### src/rtl/cpu_pkg.sv
// Shared CPU constants: default datapath widths, the reset fetch address and
// the FIFO occupancy-counter sizing helper.
package cpu_pkg;

  localparam int unsigned CPU_ADDR_W = 7;
  localparam int unsigned CPU_DATA_W = 32;
  localparam int unsigned RESET_PC   = 0;

  // Bits needed to count 0..depth inclusive.
  function automatic int unsigned cnt_width(input int unsigned depth);
    return $clog2(depth + 1);
  endfunction

endpackage

### src/rtl/fetch_buf.sv
// Synchronous FIFO holding fetched (pc, instruction) pairs; flush empties it
// in one cycle and takes priority over push/pop.
module fetch_buf import cpu_pkg::*; #(
  parameter int unsigned ADDR_W = CPU_ADDR_W,
  parameter int unsigned DATA_W = CPU_DATA_W,
  parameter int unsigned DEPTH  = 2,
  localparam int unsigned CNT_W = cnt_width(DEPTH),
  localparam int unsigned PTR_W = (DEPTH > 1) ? $clog2(DEPTH) : 1
) (
  input  logic              clk,
  input  logic              rst_n,
  input  logic              push,
  input  logic [DATA_W-1:0] push_instr,
  input  logic [ADDR_W-1:0] push_pc,
  input  logic              pop,
  input  logic              flush,
  output logic [CNT_W-1:0]  count,
  output logic [DATA_W-1:0] head_instr,
  output logic [ADDR_W-1:0] head_pc
);

  logic [DATA_W-1:0] instr_q [DEPTH];
  logic [ADDR_W-1:0] pc_q    [DEPTH];
  logic [PTR_W-1:0]  rd_ptr;
  logic [PTR_W-1:0]  wr_ptr;
  logic              do_push;
  logic              do_pop;

  function automatic logic [PTR_W-1:0] ptr_inc(input logic [PTR_W-1:0] p);
    return (p == PTR_W'(DEPTH - 1)) ? '0 : p + 1'b1;
  endfunction

  always_comb begin
    do_pop  = pop && (count != '0);
    do_push = push && ((count != CNT_W'(DEPTH)) || do_pop);
  end

  always_ff @(posedge clk or negedge rst_n) begin
    if (!rst_n) begin
      rd_ptr <= '0;
      wr_ptr <= '0;
      count  <= '0;
      for (int unsigned i = 0; i < DEPTH; i++) begin
        instr_q[i] <= '0;
        pc_q[i]    <= '0;
      end
    end else if (flush) begin
      rd_ptr <= '0;
      wr_ptr <= '0;
      count  <= '0;
    end else begin
      if (do_push) begin
        instr_q[wr_ptr] <= push_instr;
        pc_q[wr_ptr]    <= push_pc;
        wr_ptr          <= ptr_inc(wr_ptr);
      end
      if (do_pop) begin
        rd_ptr <= ptr_inc(rd_ptr);
      end
      case ({do_push, do_pop})
        2'b10:   count <= count + 1'b1;
        2'b01:   count <= count - 1'b1;
        default: count <= count;
      endcase
    end
  end

  always_comb begin
    head_instr = instr_q[rd_ptr];
    head_pc    = pc_q[rd_ptr];
  end

endmodule

### src/rtl/instr_fetch.sv
// Instruction fetch: streams sequential word addresses to a 1-cycle registered
// instruction memory and queues the returned words for a valid/ready consumer.
module instr_fetch import cpu_pkg::*; #(
  parameter int unsigned ADDR_W    = CPU_ADDR_W,
  parameter int unsigned DATA_W    = CPU_DATA_W,
  parameter int unsigned BUF_DEPTH = 2
) (
  input  logic              clk,
  input  logic              rst_n,
  output logic [ADDR_W-1:0] instr_addr,
  input  logic [DATA_W-1:0] out_instr,
  input  logic              redirect_valid,
  input  logic [ADDR_W-1:0] redirect_pc,
  output logic              fetch_valid,
  input  logic              fetch_ready,
  output logic [DATA_W-1:0] fetch_instr,
  output logic [ADDR_W-1:0] fetch_pc
);

  localparam int unsigned CNT_W = cnt_width(BUF_DEPTH);

  logic [ADDR_W-1:0] pc;
  logic [ADDR_W-1:0] req_pc;
  logic              inflight;
  logic              issue;
  logic              pop;
  logic              push;
  logic [CNT_W-1:0]  count;
  logic [CNT_W:0]    occupancy;

  // Occupancy counts the in-flight word so the buffer can never overflow,
  // while crediting this cycle's pop keeps throughput at one per cycle.
  always_comb begin
    instr_addr  = pc;
    fetch_valid = (count != '0);
    pop         = fetch_valid && fetch_ready;
    push        = inflight && !redirect_valid;
    occupancy   = {1'b0, count} + {{CNT_W{1'b0}}, inflight} - {{CNT_W{1'b0}}, pop};
    issue       = !redirect_valid && (occupancy < (CNT_W + 1)'(BUF_DEPTH));
  end

  always_ff @(posedge clk or negedge rst_n) begin
    if (!rst_n) begin
      pc       <= ADDR_W'(RESET_PC);
      req_pc   <= '0;
      inflight <= 1'b0;
    end else begin
      if (redirect_valid) begin
        pc <= redirect_pc;
      end else if (issue) begin
        pc <= pc + 1'b1;
      end
      inflight <= issue;
      if (issue) begin
        req_pc <= pc;
      end
    end
  end

  fetch_buf #(
    .ADDR_W (ADDR_W),
    .DATA_W (DATA_W),
    .DEPTH  (BUF_DEPTH)
  ) u_fetch_buf (
    .clk        (clk),
    .rst_n      (rst_n),
    .push       (push),
    .push_instr (out_instr),
    .push_pc    (req_pc),
    .pop        (pop),
    .flush      (redirect_valid),
    .count      (count),
    .head_instr (fetch_instr),
    .head_pc    (fetch_pc)
  );

endmodule

### config.mk
export PLATFORM = sky130hd
export DESIGN_NAME = instr_fetch
export DESIGN_NICKNAME = d
export VERILOG_FILES = /design/src/rtl/cpu_pkg.sv /design/src/rtl/fetch_buf.sv /design/src/rtl/instr_fetch.sv
export SDC_FILE = /design/constraint.sdc
export NUM_CORES = 1
export LEC_CHECK = 0
export CAP_MARGIN = 20
export CORE_MARGIN = 4
export CORE_UTILIZATION = 50
export CTS_CLUSTER_DIAMETER = 120
export CTS_CLUSTER_SIZE = 24
export DETAILED_ROUTE_END_ITERATION = 10
export HOLD_SLACK_MARGIN = 0.02
export PLACE_DENSITY = 0.78
export SLEW_MARGIN = 20
export SYNTH_ARGS = -nofsm -noshare
export SYNTH_HDL_FRONTEND = slang
export SYNTH_SLANG_ARGS = --single-unit
### constraint.sdc
create_clock -name clk -period 3.25 [get_ports clk]
set_input_delay 0.325 -clock clk [delete_from_list [all_inputs] [get_ports clk]]
set_output_delay 0.325 -clock clk [all_outputs]
set_load 0.05 [all_outputs]
==> results_dict.tcl <==
set metrics [dict create \
    status "finished, final reports clean" \
    slew_viol_final 0 \
    syn_area_mm2 0.00439 \
    rr_endpoint "instr_addr[4]$_DFFE_PN0P_" \
    wl_um 8550 \
    rsz0062_at_grt "false" \
    synth_cell_type_count 39 \
    path_cells "o21a_1, ha_1, nand2b_1, fa_1, xor2_1, nor3_1, a221o_1" \
    final_hold_viol_count 0 \
    dieArea_mm2 0.0103 \
    slowest_stage "xor2_1" \
    required_ns 3.49 \
    grt_pass1_vias 2847 \
    async_flop_share_pct 100 \
    worst_pin_slew_ns 0.867 \
    fin_worst_skew_ns 0.0134 \
    drc 0 \
    syn-num-nets 349 \
    h-tree-depth 3 \
    post_dp_cell_area_mm2 0.00538 \
    critPathLaunchType "flip-flop" \
    yosys_warnings 0 \
    design_area_mm2 0.00555 \
    antenna_found_initial 0 \
    dieHeight_um 102 \
    synthCells 303 \
    end_kind "flip-flop" \
    routed-via-count 2714 \
    period_minus_slack_ns 2.80 \
    boundaryPins 90 \
    p_sw_share_pct 41.7 \
    internal_power_mw 3.44 \
    cp.depth 7 \
    die_w_um 102 \
    place.gp.congestion 0.735 \
    synth_seq_cells 97 \
    layout_commonest_cell "mux2_2" \
    vdd_drop_max_v 0.000554 \
    min_period_over_period_pct 86.3 \
    cp-startpoint "u_fetch_buf.count[1]$_DFFE_PN0P_" \
    drt-vias-per-instance 5.43 \
    cts-root-buf "clkbuf_8" \
    grt_start_max_net_pins 71 \
    arrival_ns 3.05 \
    final_cells 500 \
    clkLatencyLatePin_ns 0.36 \
    coreArea_mm2 0.00838 \
    max_freq_mhz 357 \
    r2r-start "u_fetch_buf.count[1]$_DFFE_PN0P_" \
    clk_pin_slew_ns 0.09 \
    dr.pass1.iters 4 \
    layout.nets 437 \
    p_per_area_mw_per_mm2 1060 \
    clock_path_buffers 2 \
    critPathMaxFanout 13 \
    setup_viol 0 \
    syn2layout_area_growth_pct 26.5 \
    finalPower_mw 5.90 \
    r2r_cells 7 \
    setup_tns_ns 0 \
    seq_area_frac_synth_pct 55.3 \
    p_leak_nw 2.34 \
    insertedDiodeCount 0 \
    switchingPower_mw 2.46 \
    post_cts_buffers 0 \
    crit_type "flip-flop to flip-flop" \
    synth_flop_cell "dfrtp_1" \
    relSlewSlack_pct 42.2 \
    crit_buf_inv 0 \
    io_buffer_count 89 \
    drive_gt1_share_pct 37.5 \
    cts_tree "yes" \
    cpPeakStageDelay_ns 0.64 \
    grt_overflow 0 \
    dp_cells 485 \
    ctsHoldBuffers 0 \
    maxCapViolations 0 \
    r2r_slack_ns 0.45 \
    drtIter0Drc 68 \
    track_usage_pct 17.4 \
    cts_inserted_buffers 9 \
    syn_area_per_cell_um2 14.5 \
    ctsResizeCount 0 \
    seq_power_share_pct 35.8 \
    worstHoldPathType "input pin to asynchronous set/reset pin" \
    grt_pass1_wl_um 14000 \
    synth-edff-count 0 \
    power_frac_clock_pct 11.9 \
    crit_family "adder cells" \
    ant_nets 0 \
    rows 33 \
    final_cell_mix "mux2_2 (114), dfrtp_1 (96), clkdlybuf4s50_1 (88)" \
    post-dp-hpwl_um 5860 \
    start_util_pct 52.3 \
    power_frac_comb_pct 52.3 \
    clock_sinks 97 \
    whs_ns 0.0683 \
    routedWlPerCell_um 17.1 \
]
power groups by stage:
stage / registers, mW / logic (mW) / clock network, mW
after floorplan: 2.08 / 2.28 / 0
after CTS: 2.11 / 3.13 / 0.718
after global placement: 2.10 / 3.08 / 0
after global routing: 2.19 / 3.27 / 0.770
after detailed placement: 2.14 / 3.12 / 0
final: 2.11 / 3.09 / 0.702
metrics by stage:
stage,utilization (%),worst slack [ns]
final,66.2,0.445
after floorplan,-,0.727
after global placement,64.2,0.251
after detailed placement,64.2,0.167
after CTS,66.2,0.450
after global routing,66.2,0.220
area by class of cell:
cell class	count	area, um^2
Multi-Input combinational cell	184	1850
Tap cell	105	131
Fill cell	635	2840
Clock buffer	10	128
Sequential cell	97	2430
Timing Repair Buffer	94	951
Clock inverter	5	41.3
Inverter	5	18.8
worst max-delay path by stage:
stage / to
floorplan: instr_addr[4]$_DFFE_PN0P_
global placement: instr_addr[4]$_DFFE_PN0P_
detailed placement: instr_addr[4]$_DFFE_PN0P_
CTS: instr_addr[4]$_DFFE_PN0P_
global route: instr_addr[4]$_DFFE_PN0P_
finish: instr_addr[4]$_DFFE_PN0P_
logic make-up (layout without fill, tap and decap cells):
kind of cell	Yosys count	count (layout)	share of synthesized area (%)
muxes	124	124	32.7
DFF	97	97	55.3
and+or+nand+nor	33	33	4.34
buffers and inverters	22	114	2.65
AOI/OAI and AO/OA	21	21	3.34
adders and majority gates	3	3	1.03
xor gates and xnor gates	3	3	0.599
sequential cells by signal, summed over array words and instances, names as in the netlist:
register             flops
instr_addr               7
u_fetch_buf.wr_ptr       1
req_pc                   7
u_fetch_buf.instr_q     64
u_fetch_buf.rd_ptr       1
inflight                 1
u_fetch_buf.count        2
u_fetch_buf.pc_q        14
metal layers:
metal  track usage (%)  vias up  wire length, um
met4              5.21        0               84
met5                 0        -                0
met1              22.5     1364             3690
li1                  -     1279                -
met2              28.7       63             4300
met3              4.68        8              478
Yosys cell counts, types with 2 or more instances:
library cell / n / share of area, %
buf_2: 6 / 0.68
nand4_1: 2 / 0.29
dfrtp_1: 97 / 55
clkbuf_1: 4 / 0.34
a21oi_1: 2 / 0.23
nor4_1: 2 / 0.29
nand3_1: 6 / 0.68
xnor2_1: 2 / 0.40
nand2_1: 4 / 0.34
ha_1: 2 / 0.57
or4_1: 4 / 0.68
o211ai_1: 2 / 0.34
nor3b_1: 2 / 0.34
buf_1: 3 / 0.26
a31oi_1: 3 / 0.43
o21ai_0: 5 / 0.57
mux2_2: 114 / 29
o31ai_1: 2 / 0.34
buf_6: 3 / 0.77
nor2_1: 6 / 0.51
mux2_4: 10 / 3.4
inv_1: 5 / 0.43
No activity file was read; power rests on OpenSTA's default activity.
